[src/rtl/fb_pkg.sv]
// Shared frame-buffer definitions: geometry defaults and write-arbiter state encoding.
package fb_pkg;

    localparam int FB_DEPTH_DEF = 57600;
    localparam int ADDR_W_DEF   = 16;
    localparam int DATA_W_DEF   = 16;

    typedef logic [0:0] fb_state_t;

    localparam fb_state_t ST_IDLE  = 1'b0;
    localparam fb_state_t ST_CLEAR = 1'b1;

endpackage

[src/rtl/rr_arbiter2.sv]
// Two-way round-robin grant: combinational grant, pointer registered on each grant.
module rr_arbiter2 (
    input  logic       clk_in,
    input  logic       rst_in,
    input  logic       en_in,
    input  logic [1:0] req_in,
    output logic [1:0] gnt_out
);

    // prio_q=0 favours requester 0 on a tie, prio_q=1 favours requester 1.
    logic prio_q;
    logic prio_d;

    always_comb begin
        gnt_out = 2'b00;
        if (en_in) begin
            if (req_in == 2'b11) begin
                gnt_out = prio_q ? 2'b10 : 2'b01;
            end else begin
                gnt_out = req_in;
            end
        end
    end

    always_comb begin
        prio_d = prio_q;
        if (gnt_out[0]) begin
            prio_d = 1'b1;
        end else if (gnt_out[1]) begin
            prio_d = 1'b0;
        end
    end

    always_ff @(posedge clk_in or negedge rst_in) begin
        if (!rst_in) begin
            prio_q <= 1'b0;
        end else begin
            prio_q <= prio_d;
        end
    end

endmodule

[src/rtl/fb_write_arbiter.sv]
// Frame-buffer write port shared by two requesters plus a hardware clear engine.
// Handshake: a transfer happens in any cycle with valid && ready; requesters hold addr/data while valid && !ready.
module fb_write_arbiter
    import fb_pkg::*;
#(
    parameter int FB_DEPTH = FB_DEPTH_DEF,
    parameter int ADDR_W   = ADDR_W_DEF,
    parameter int DATA_W   = DATA_W_DEF
) (
    input  logic              clk_in,
    input  logic              rst_in,
    input  logic              req0_valid_in,
    input  logic [ADDR_W-1:0] req0_addr_in,
    input  logic [DATA_W-1:0] req0_data_in,
    output logic              req0_ready_out,
    input  logic              req1_valid_in,
    input  logic [ADDR_W-1:0] req1_addr_in,
    input  logic [DATA_W-1:0] req1_data_in,
    output logic              req1_ready_out,
    input  logic              clear_start_in,
    input  logic [DATA_W-1:0] clear_color_in,
    output logic              clear_busy_out,
    output logic              clear_done_out,
    output logic              fb_we_out,
    output logic [ADDR_W-1:0] fb_addr_out,
    output logic [DATA_W-1:0] fb_data_out,
    output fb_state_t         dbg_state_out
);

    localparam logic [ADDR_W-1:0] LAST_ADDR = ADDR_W'(FB_DEPTH - 1);

    fb_state_t         state_q, state_d;
    logic [ADDR_W-1:0] cnt_q, cnt_d;
    logic [DATA_W-1:0] color_q, color_d;
    logic              we_q, we_d;
    logic [ADDR_W-1:0] addr_q, addr_d;
    logic [DATA_W-1:0] data_q, data_d;
    logic              done_q, done_d;
    logic              arb_en;
    logic [1:0]        gnt;

    // A clear request in IDLE pre-empts both requesters in the same cycle.
    assign arb_en = (state_q == ST_IDLE) && !clear_start_in;

    rr_arbiter2 u_rr (
        .clk_in  (clk_in),
        .rst_in  (rst_in),
        .en_in   (arb_en),
        .req_in  ({req1_valid_in, req0_valid_in}),
        .gnt_out (gnt)
    );

    assign req0_ready_out = gnt[0];
    assign req1_ready_out = gnt[1];
    assign clear_busy_out = (state_q == ST_CLEAR);
    assign clear_done_out = done_q;
    assign fb_we_out      = we_q;
    assign fb_addr_out    = addr_q;
    assign fb_data_out    = data_q;
    assign dbg_state_out  = state_q;

    always_comb begin
        state_d = state_q;
        cnt_d   = cnt_q;
        color_d = color_q;
        we_d    = 1'b0;
        addr_d  = addr_q;
        data_d  = data_q;
        done_d  = 1'b0;
        case (state_q)
            ST_IDLE: begin
                if (clear_start_in) begin
                    state_d = ST_CLEAR;
                    color_d = clear_color_in;
                    cnt_d   = '0;
                end else if (gnt[0]) begin
                    we_d   = 1'b1;
                    addr_d = req0_addr_in;
                    data_d = req0_data_in;
                end else if (gnt[1]) begin
                    we_d   = 1'b1;
                    addr_d = req1_addr_in;
                    data_d = req1_data_in;
                end
            end
            ST_CLEAR: begin
                we_d   = 1'b1;
                addr_d = cnt_q;
                data_d = color_q;
                if (cnt_q == LAST_ADDR) begin
                    state_d = ST_IDLE;
                    done_d  = 1'b1;
                    cnt_d   = '0;
                end else begin
                    cnt_d = cnt_q + 1'b1;
                end
            end
            default: begin
                state_d = ST_IDLE;
            end
        endcase
    end

    always_ff @(posedge clk_in or negedge rst_in) begin
        if (!rst_in) begin
            state_q <= ST_IDLE;
            cnt_q   <= '0;
            color_q <= '0;
            we_q    <= 1'b0;
            addr_q  <= '0;
            data_q  <= '0;
            done_q  <= 1'b0;
        end else begin
            state_q <= state_d;
            cnt_q   <= cnt_d;
            color_q <= color_d;
            we_q    <= we_d;
            addr_q  <= addr_d;
            data_q  <= data_d;
            done_q  <= done_d;
        end
    end

endmodule

[config.mk]
export PLATFORM = sky130hd
export DESIGN_NAME = fb_write_arbiter
export DESIGN_NICKNAME = d
export VERILOG_FILES = /design/src/rtl/fb_pkg.sv /design/src/rtl/rr_arbiter2.sv /design/src/rtl/fb_write_arbiter.sv
export SDC_FILE = /design/constraint.sdc
export NUM_CORES = 1
export LEC_CHECK = 0
export ABC_AREA = 1
export BUFFER_PORTS_ARGS = -buffer_cell sky130_fd_sc_hd__buf_2
export CORE_UTILIZATION = 25
export CTS_BUF_LIST = sky130_fd_sc_hd__clkbuf_8
export DETAILED_ROUTE_END_ITERATION = 6
export PLACE_DENSITY = 0.42
export SLEW_MARGIN = 20
export SYNTH_ARGS = -nofsm -noshare
export SYNTH_HDL_FRONTEND = slang
export SYNTH_SLANG_ARGS = --single-unit
export TNS_END_PERCENT = 20
[constraint.sdc]
create_clock -name clk_in -period 1.7 [get_ports clk_in]
set_input_delay 0.17 -clock clk_in [delete_from_list [all_inputs] [get_ports clk_in]]
set_output_delay 0.17 -clock clk_in [all_outputs]
set_load 0.01 [all_outputs]
==> run_results.csv <==
group,metric,value,unit
yosys,synth_nets,563,
sta,period_share,91.7,%
die,die_x,124,um
sta,max_freq,642,MHz
yosys,yosysWarnings,0,
power_and_ir_drop,p_leak,2.63,nW
detailed_routing,drtIter0Drc,130,
job,max-cap-violations,0,
sta,tightest_slew,652,ps
grt,grt_max_degree,69,
die,ios,123,
worst_setup_path,crit_start,"clear_busy_out$_DFF_PN0_",
placed_design,hpwl,7980,um
grt,antenna_found_initial,0,
placed_design,placed_cells,774,
detailed_routing,routedWlPerCell,14.2,um
detailed_routing,wirelength,11200,um
sta,fin_skew,8.10,ps
die,rows,44,
clocking,clk_pin_slew_worst_paths,70,ps
clocking,max-clock-path-buffers,2,
power_and_ir_drop,vdd_drop_max,0.000360,V
worst_setup_path,r2r_end,"fb_addr_out[7]$_DFFE_PN0P_",
finish,stdcell_count,791,
hold_path,hold_start,"clear_color_in[3]",
detailed_routing,vias,3594,
finish,drive_gt1_share,31.8,%
detailed_routing,routed_via_density,4.54,
worst_setup_path,arrival,1390,ps
power_and_ir_drop,power.density,632,nW/um^2
yosys,yosysSeqAreaShare,45.8,%
sta,finalHoldViolCount,0,
clocking,clock-sinks,68,
status,status,"finished, final reports clean",
clocking,cts_buffers,9,
hold_path,holdPathEnd,"color_q[3]$_DFFE_PN0P_",
clocking,root_buffer,"clkbuf_8",
sta,final_max_slew_viol_count,0,
sta,rsz0062_at_grt,"no",
finish,antennaDiodeCount,0,
sta,slew_headroom,56.4,%
hold_path,whs_path_depth,2,
clocking,htree_levels,3,
grt,grt-ovfl-total,0,
hold_path,min_path_type,"input pin to flip-flop",
placed_design,place.gp.congestion,0.795,
finish,nNetsFinal,689,
detailed_routing,antenna_left,0,
clocking,worst_skew_pair.late_latency,350,ps
die,die_y,124,um
worst_setup_path,cp_max_fo,12,
worst_setup_path,cp.required,1530,ps
yosys,syn_inst,477,
worst_setup_path,worstSetupPathType,"flip-flop to output port",
finish,syn_to_final_growth,27.8,%
die,dieArea,15400,um^2
yosys,synth_cell_types,25,
worst_setup_path,rr_startpoint,"clear_busy_out$_DFF_PN0_",
worst_setup_path,rrSetupSlack,170,ps
clocking,cts_tree,"built",
worst_setup_path,setup.worst_path.end_class,"output port",
worst_setup_path,startpoint_type,"flip-flop",
grt,grt_pass1_vias,3562,
detailed_routing,drtPass1Iterations,5,
sta,period_minus_slack,1560,ps
yosys,synth_area,3710,um^2
die,core-area,14500,um^2
sta,setup_viol,0,
worst_setup_path,reg2regPathDepth,6,
die,initial_core_util,25.6,%
detailed_routing,drt_drc_violations_left,0,
sta,tns,0,ps
yosys,ys_ff_latch,68,
grt,grt_pass1_wl,17900,um
placed_design,portBuffers,122,
yosys,syn_area_per_cell,7.79,um^2
grt,grt_usage,15.5,%
==> worst max path at each step <==
stage	to	slack [ps]	depth (start not counted)
final	req0_ready_out	140	5
after global routing	cnt_q[15]$_DFFE_PN0P_	20	9
after CTS	req0_ready_out	70	5
after detailed placement	fb_addr_out[7]$_DFFE_PN0P_	160	6
after global placement	fb_addr_out[7]$_DFFE_PN0P_	220	6
after floorplan	cnt_q[13]$_DFFE_PN0P_	350	8
==> layout by cell type, fill, tap and decap left out, types with 2 or more instances in the layout <==
master    count
inv_2         2
or2_2        13
buf_2       122
nand2_1     157
buf_4        16
o22ai_1       4
inv_1        23
or2_1         5
nand3_1     109
nand4_1       5
buf_12        2
clkinv_2      2
nor2_1       22
mux2_2       16
nand2_2       3
o21ai_0      11
clkbuf_8     11
dfrtp_1      67
xor2_1        6
==> cells by family after synthesis <==
kind of cell	count (synthesis)	synth area share, %
mux	16	4.85
xor+xnor	7	1.65
flops	68	45.8
compound gates	18	2.80
fa+ha+maj	1	0.337
simple gates	317	37.8
buf+inv	50	6.74
==> state kept, by name, summed over array words and instances, names as in the netlist <==
signal	cells
clear_busy_out	1
clear_done_out	1
cnt_q	16
color_q	16
fb_addr_out	16
fb_data_out	16
fb_we_out	1
u_rr.prio_q	1
==> area by class of cell <==
cell class / instances / area [um^2]
well taps: 184 / 230
clock buffers: 11 / 151
inverters: 23 / 86.3
clock inverters: 4 / 17.5
repair buffers: 142 / 792
fillers: 1606 / 9790
multi-input cells: 359 / 1770
flip-flops and latches: 68 / 1700
==> what timing repair did <==
item | CTS | global route
hold buffers | 1 | 0
hold endpoints to repair | 68 | 0
setup buffers | 0 | 1
gates resized for setup | 0 | 3
endpoints found under the setup margin | 0 | 2
==> metal layers <==
metal	GRT usage [%]	routed length, um	up-vias
met4	5.43	87	0
met5	0	0	-
met3	3.75	641	5
li1	-	-	1808
met1	19.3	5020	1698
met2	26.1	5490	83
==> power by group <==
part,switching (mW),leakage (nW),internal [mW],total (mW)
registers,0.000810,0.902,1.62,1.62
clock network,0.613,0.0976,0.586,1.20
logic,0.0902,1.63,0.0904,0.181
total,0.704,2.63,2.29,3.00
==> critical path: stages (launching register included) <==
cell     delay, ps
dfrtp_2        440
nor2_4         180
nand2_2        100
buf_6          160
inv_1           50
buf_2          110
==> cells in the mapped netlist <==
library cell  instances  area share, %
buf_4                 8            1.6
ha_1                  1           0.34
nand3_1             109             15
nand2_2               3           0.51
or2_2                13            2.2
nor2_1               23            2.3
dfrtp_1              68             46
o21ai_0              11            1.5
o21ai_1               1           0.13
or2_1                 5           0.84
xor2_1                6            1.4
buf_6                 2           0.61
inv_1                21            2.1
mux2_2               16            4.9
nand4_1               5           0.84
clkbuf_1              3           0.30
xnor2_1               1           0.24
a21boi_2              1           0.30
o22ai_1               4           0.67
buf_2                14            1.9
inv_2                 2           0.20
o211ai_1              1           0.20
nor2_4                1           0.30
nand2_1             157             16
nand3_2               1           0.27
==> per-stage QoR <==
step | hold WS, ps | instance area, um^2 | setup WS, ps | utilization (%) | power (mW)
floorplan | -126 | 3710 | 354 | - | 1.69
global placement | 231 | 4550 | 220 | 31.3 | 1.83
detailed placement | 232 | 4550 | 157 | 31.3 | 1.83
CTS | 17.4 | 4730 | 65.6 | 32.5 | 3.06
global route | 24.1 | 4750 | 23.4 | 32.7 | 3.17
finish | 46.2 | 4750 | 142 | 32.7 | 3.00
No activity file was read; power rests on OpenSTA's default activity.
